## src/rtl/game_round_controller.sv

```systemverilog
`default_nettype none
// ============================================================================
// Module      : game_round_controller
// Description : Multi-round reaction-game sequencer: seeds the LFSR, paints a
//               target, times the stop response and tracks rounds and hits.
// Revision    : 1.0 - initial release
// ============================================================================
module game_round_controller #(
    parameter  int ROUNDS         = 4,
    parameter  int TIMEOUT_CYCLES = 50000000,
    parameter  int SEED_CYCLES    = 1,
    localparam int RW             = (ROUNDS > 1) ? $clog2(ROUNDS) : 1,
    localparam int HW             = $clog2(ROUNDS + 1),
    localparam int TW             = $clog2(TIMEOUT_CYCLES),
    localparam int SW             = (SEED_CYCLES > 1) ? $clog2(SEED_CYCLES) : 1
) (
    input  logic          iClk,
    input  logic          iReset,
    input  logic          iStart,
    input  logic          iStop,
    output logic          oEnableLFSR,
    output logic          oPintar,
    output logic          oResetPintar,
    output logic          oTimeout,
    output logic [RW-1:0] oRound,
    output logic [HW-1:0] oHits,
    output logic          oGameOver,
    output logic          oBusy
);

    localparam logic [2:0] S_SEED  = 3'd0;
    localparam logic [2:0] S_WAIT  = 3'd1;
    localparam logic [2:0] S_PAINT = 3'd2;
    localparam logic [2:0] S_PLAY  = 3'd3;
    localparam logic [2:0] S_CLEAR = 3'd4;
    localparam logic [2:0] S_DONE  = 3'd5;

    localparam logic [SW-1:0] c_SEED_LAST  = SW'(SEED_CYCLES - 1);
    localparam logic [TW-1:0] c_TIMER_LAST = TW'(TIMEOUT_CYCLES - 1);
    localparam logic [RW-1:0] c_ROUND_LAST = RW'(ROUNDS - 1);

    logic [2:0]    r_state;
    logic [SW-1:0] r_seedCnt;
    logic [TW-1:0] r_timer;
    logic [RW-1:0] r_round;
    logic [HW-1:0] r_hits;
    logic          r_running;
    logic          r_timeout;

    always_ff @(posedge iClk) begin
        if (iReset) begin
            r_state   <= S_SEED;
            r_seedCnt <= '0;
            r_timer   <= '0;
            r_round   <= '0;
            r_hits    <= '0;
            r_running <= 1'b0;
            r_timeout <= 1'b0;
        end else begin
            r_timeout <= 1'b0;
            case (r_state)
                S_SEED: begin
                    if (r_seedCnt == c_SEED_LAST) begin
                        r_seedCnt <= '0;
                        r_state   <= r_running ? S_PAINT : S_WAIT;
                    end else begin
                        r_seedCnt <= r_seedCnt + SW'(1);
                    end
                end
                S_WAIT: begin
                    if (iStart) begin
                        r_running <= 1'b1;
                        r_state   <= S_PAINT;
                    end
                end
                S_PAINT: begin
                    r_timer <= '0;
                    r_state <= S_PLAY;
                end
                S_PLAY: begin
                    // A stop on the final timer cycle still counts as a hit.
                    if (iStop) begin
                        r_hits  <= r_hits + HW'(1);
                        r_state <= S_CLEAR;
                    end else if (r_timer == c_TIMER_LAST) begin
                        r_timeout <= 1'b1;
                        r_state   <= S_CLEAR;
                    end else begin
                        r_timer <= r_timer + TW'(1);
                    end
                end
                S_CLEAR: begin
                    if (r_round == c_ROUND_LAST) begin
                        r_running <= 1'b0;
                        r_state   <= S_DONE;
                    end else begin
                        r_round <= r_round + RW'(1);
                        r_state <= S_SEED;
                    end
                end
                S_DONE: begin
                    if (iStart) begin
                        r_round   <= '0;
                        r_hits    <= '0;
                        r_running <= 1'b1;
                        r_state   <= S_SEED;
                    end
                end
                default: begin
                    r_seedCnt <= '0;
                    r_running <= 1'b0;
                    r_state   <= S_SEED;
                end
            endcase
        end
    end

    assign oEnableLFSR  = (r_state == S_SEED);
    assign oPintar      = (r_state == S_PAINT);
    assign oResetPintar = (r_state == S_CLEAR);
    assign oGameOver    = (r_state == S_DONE);
    assign oBusy        = (r_state == S_PAINT) || (r_state == S_PLAY) || (r_state == S_CLEAR);
    assign oTimeout     = r_timeout;
    assign oRound       = r_round;
    assign oHits        = r_hits;

endmodule
`default_nettype wire

```

## config.mk

```make
export PLATFORM = sky130hd
export DESIGN_NAME = game_round_controller
export DESIGN_NICKNAME = d
export VERILOG_FILES = /design/src/rtl/game_round_controller.sv
export SDC_FILE = /design/constraint.sdc
export NUM_CORES = 1
export LEC_CHECK = 0
export ABC_AREA = 1
export CAP_MARGIN = 20
export CORE_MARGIN = 2
export CORE_UTILIZATION = 60
export CTS_CLUSTER_SIZE = 20
export DETAILED_ROUTE_END_ITERATION = 6
export HOLD_SLACK_MARGIN = 0.03
export PLACE_DENSITY = 0.9
export SKIP_LAST_GASP = 1
export SLEW_MARGIN = 20
export SYNTH_ARGS = -nofsm -noshare
export SYNTH_HDL_FRONTEND = slang
export SYNTH_SLANG_ARGS = --single-unit
```

## constraint.sdc

```tcl
create_clock -name iClk -period 5 [get_ports iClk]
set_input_delay 1.5 -clock iClk [delete_from_list [all_inputs] [get_ports iClk]]
set_output_delay 1.5 -clock iClk [all_outputs]
set_load 0.005 [all_outputs]
```

# After elaboration in Yosys (flattened, before gate mapping)
# Cells that the tools add are included.
[op_classes] addsub=4 eq_ne=17 mux=22 bitwise_logic=2 reduce_logical=15
[ops] cell="$mux 26" count=2
[ops] cell="$pmux 26 s2" count=1
[ops] cell="$add 26x1->26 const B" count=1
[ops] cell="$eq 26x26->1 const B" count=1
[ops] cell="$mux 3" count=7
[ops] cell="$pmux 3 s6" count=1
[ops] cell="$ne 2x2->1 const B" count=7
[ops] cell="$reduce_and 3->1" count=4
[ops] cell="$eq 3x2->1 const B" count=2
[ops] cell="$eq 3x3->1 const B" count=2
[ops] cell="$mux 2" count=3
[ops] cell="$pmux 3 s2" count=1
[ops] cell="$reduce_bool 2->1" count=3
[ops] cell="$reduce_or 3->1" count=2
[ops] cell="$reduce_or 5->1" count=1
[ops] cell="$mux 1" count=4
[ops] cell="$ne 2x1->1 const B" count=2
[ops] cell="$pmux 2 s2" count=1
[ops] cell="$reduce_and 4->1" count=1
[ops] cell="$add 3x1->3 const B" count=1
[ops] cell="$eq 3x1->1 const B" count=1
[ops] cell="$logic_not 3->1" count=1
[ops] cell="$ne 3x3->1 const B" count=1
[ops] cell="$pmux 1 s3" count=1
[ops] cell="other kinds (7)" count=9
[word_totals] regBits=37

# Logic depth before layout (Yosys ltp)
[depth] ltp_word=4 mapped_depth=13 ltp_nobuf=12

# Least setup slack after synthesis
# No wires, ideal clock.
[synth_path] path_kind="input to register" from="input iReset" to="register r_state[0]" setup_time_ps=115 arrival_time_ps=2216 t_required_ps=4885 setup_slack_ps=2669 cell_stages=5 cell_sequence="buf_2 clkinv_1 clkbuf_1 o21ai_0 inv_1"
[synth_lines] item="from (decl)" line="18" rtl="input logic iReset,"
[synth_lines] item="to (signal assigned)" line="65" rtl="r_state <= r_running ? S_PAINT : S_WAIT;"
[synth_lines] item="to (decl)" line="42" rtl="logic [2:0] r_state;"
# No word-level cell between the ends.

# Worst setup path in the final report
[layout_path] from="register r_state[1]" to="output oResetPintar"
[layout_via] elab_chain_len=1
[layout_lines] item="$eq 3x3->1" line="120" rtl="assign oResetPintar = (r_state == S_CLEAR);"
[layout_lines] item="to (decl)" line="23" rtl="output logic oResetPintar,"
# No other way between the ends.

==> impl_metrics.json <==
{
  "core_area_sq_um": 3971,
  "finalSetupViolCount": 0,
  "ys_seq_area_frac": 0.2927,
  "power_frac_clock": 0.233,
  "syn2layout_area_growth_pct": 10.37,
  "finalSetupTns_ns": 0,
  "power.net_switching_w": 0.0004563,
  "antenna_found_initial": 0,
  "period_minus_slack_ns": 3.136,
  "end_kind": "output pin",
  "hpwl_mm": 4.121,
  "grtUsageTotal": 0.2641,
  "drtIter0Drc": 211,
  "wirelength_mm": 5.834,
  "r2r_slack_ns": 2.53,
  "seqPwrFrac": 0.367,
  "grt_overflow": 0,
  "pwr-share-comb": 0.400,
  "synth_flop_cell": "dfxtp_1",
  "initial_core_util": 0.6200,
  "hold_viol_final": 0,
  "instances_no_fill": 486,
  "layout-drive-gt1-share": 0.05963,
  "grt_pass1_wl_mm": 9.370,
  "postCtsSetupBuffers": 0,
  "slew-limit-headroom": 0.5109,
  "grt_setup_unrepaired": "no",
  "drc_errors": 0,
  "fin_crit_sh": 0.6272,
  "insertion_delay_ns": 0.29,
  "diodes": 0,
  "synth_seq_cells": 36,
  "die_w_microns": 68.06,
  "synthDistinctLibCells": 30,
  "vias": 2621,
  "cts_num_sinks": 36,
  "clkSlewWorstSetupHoldPaths_ns": 0.08,
  "postSynth.asyncResetShare": 0,
  "power_density_nw_per_um2": 405.5,
  "chipHeight_microns": 68.06,
  "synth_edf_count": 0,
  "synth_cells": 424,
  "rows": 23,
  "antenna_left": 0,
  "synthesis.area_sq_um": 2462,
  "status": "finished clean",
  "worstSetupPathType": "reg -> out",
  "clockRootBuffer": "clkbuf_8",
  "nFillCells": 358,
  "cts_hold_buffers": 0,
  "p_sw_frac": 0.4141,
  "dp_cells": 478,
  "cp-endpoint": "oResetPintar",
  "drt_first_pass_iters": 5,
  "crit_start": "r_state[1]",
  "r2r_start": "r_state[0]",
  "drv_slew": 0,
  "vias_per_cell": 5.393,
  "cts_tree": "done",
  "tightest_slew_ns": 0.7319,
  "wl_per_cell_microns": 12.00,
  "cts_buffer_depth": 2,
  "yosys_warnings": 0,
  "avgSynthCellArea_sq_um": 5.807,
  "worst-path-max-fanout": 4,
  "internal_power_w": 0.0006458,
  "cts_max_level": 2,
  "reg2reg_to": "r_timer[25]",
  "clock_skew_ns": 0.007626,
  "start_kind": "flop",
  "portBuffers": 14,
  "gp_congestion": 0.9871,
  "cellLeakagePower_nw": 1.079,
  "r2r_cells": 7,
  "die-area_sq_um": 4632,
  "layout.nets": 442,
  "cts.repair.resized": 0,
  "ioPinCount": 15,
  "vdd_drop_max_mv": 0.2908,
  "cp.arrival_ns": 1.64,
  "mappedNetlistNets": 431,
  "grt_max_degree": 28,
  "grt_pass1_vias": 2169,
  "hold_path_class": "reg -> reg",
  "required_ns": 3.50,
  "numCtsBuffers": 5,
  "maxCapViolCount": 0,
  "max_clock_freq_mhz": 318.9
}
-- cells in the mapped netlist (2+ instances only) --
library cell | instances | area (sq um)
nor3_1 | 4 | 20.02
dfxtp_1 | 36 | 720.7
buf_2 | 8 | 40.04
nand3_1 | 50 | 250.2
nand4_1 | 8 | 50.05
nand2_4 | 2 | 22.52
o21ai_0 | 7 | 35.03
xor2_1 | 2 | 17.52
clkbuf_1 | 2 | 7.510
inv_1 | 47 | 176.4
a21oi_1 | 19 | 95.09
or2_2 | 2 | 12.51
nand2_2 | 2 | 12.51
buf_6 | 2 | 22.52
clkinv_1 | 2 | 7.510
ha_1 | 3 | 37.54
nor2_2 | 3 | 18.77
nand2_1 | 127 | 476.7
a21oi_2 | 6 | 52.55
nor2_1 | 81 | 304.0
o211ai_1 | 2 | 15.01
-- worst max-delay path: stages, from the launching register on --
cell             delay [ns]
dfxtp_1                0.35
nor2_1                 0.14
inv_1                  0.09
nor2_1                 0.22
clkdlybuf4s50_1        0.55
-- per-stage QoR --
step	total power (W)	worst slack, ns	hold WS, ns	util	cell area [sq um]
final	0.001102	1.864	0.4899	0.6843	2718
after CTS	0.001100	1.873	0.4893	0.6843	2718
after detailed placement	0.0008434	1.788	0.4743	0.6572	2610
after global routing	0.001185	1.770	0.5162	0.6843	2718
after global placement	0.0008290	1.803	0.4599	0.6572	2610
after floorplan	0.0007541	2.669	0.4525	-	2462
-- cell usage in the layout (no fill, tap or decap), types with 2 or more instances in the layout --
cell type        instances
buf_4                    2
o211ai_1                 2
nor3_1                   4
xor2_1                   2
dfxtp_1                 36
nand2_4                  2
inv_1                   47
clkinv_1                 2
o21ai_0                  7
a21oi_2                  6
nand2_1                127
ha_1                     3
clkinv_2                 2
or2_2                    2
a21oi_1                 19
nand4_1                  8
nand3_1                 50
nor2_1                  81
nand2_2                  2
clkdlybuf4s50_1         14
clkbuf_8                 5
nor2_2                   3
-- cell type report --
cell class	count	area, sq um	share of cell area
Timing Repair Buffer	16	155.1	0.05709
Multi-Input combinational cell	326	1483	0.5456
Tap cell	50	62.56	0.02302
Inverter	50	188.9	0.06952
Clock inverter	2	35.03	0.01289
Clock buffer	6	72.57	0.02670
Sequential cell	36	720.7	0.2652
-- power by group through the flow --
stage | Clock, W | Combinational (W) | Sequential (W)
after floorplan | 0 | 0.000361 | 0.000394
after CTS | 0.000260 | 0.000438 | 0.000402
after global placement | 0 | 0.000421 | 0.000408
after global routing | 0.000271 | 0.000503 | 0.000411
final | 0.000256 | 0.000441 | 0.000405
after detailed placement | 0 | 0.000436 | 0.000408
-- kinds of logic after synthesis --
family,Yosys count,share of synthesized area
AO/OA/AOI/OAI,37,0.08994
adder cells (fa/ha/maj),3,0.01525
flip-flops,36,0.2927
XOR/XNOR,3,0.01067
AND/OR/NAND/NOR,283,0.4863
buffers and inverters,62,0.1052
-- routing by layer --
metal  vias up  share of wire  global-route usage
met5         -              0                   0
met4         0         0.0082             0.07250
met3         6          0.062             0.05428
met2        79           0.47              0.4393
met1      1175           0.46              0.3458
li1       1361              -                   -
-- flip-flops by register name, indices dropped and copies added (netlist names) --
register,flops
oRound,2
oHits,3
oTimeout,1
r_timer,26
r_running,1
r_state,3
-- worst min-delay path by stage --
stage | start | end | slack, ns | cells after the start
final | oHits[0] | oHits[0] | 0.49 | 1
after global routing | oHits[0] | oHits[0] | 0.52 | 1
after CTS | oHits[0] | oHits[0] | 0.49 | 1
after detailed placement | oHits[0] | oHits[0] | 0.47 | 1
after global placement | oHits[0] | oHits[0] | 0.46 | 1
after floorplan | r_running | r_running | 0.45 | 2
Note: power is estimated with default switching activity, not from simulation.
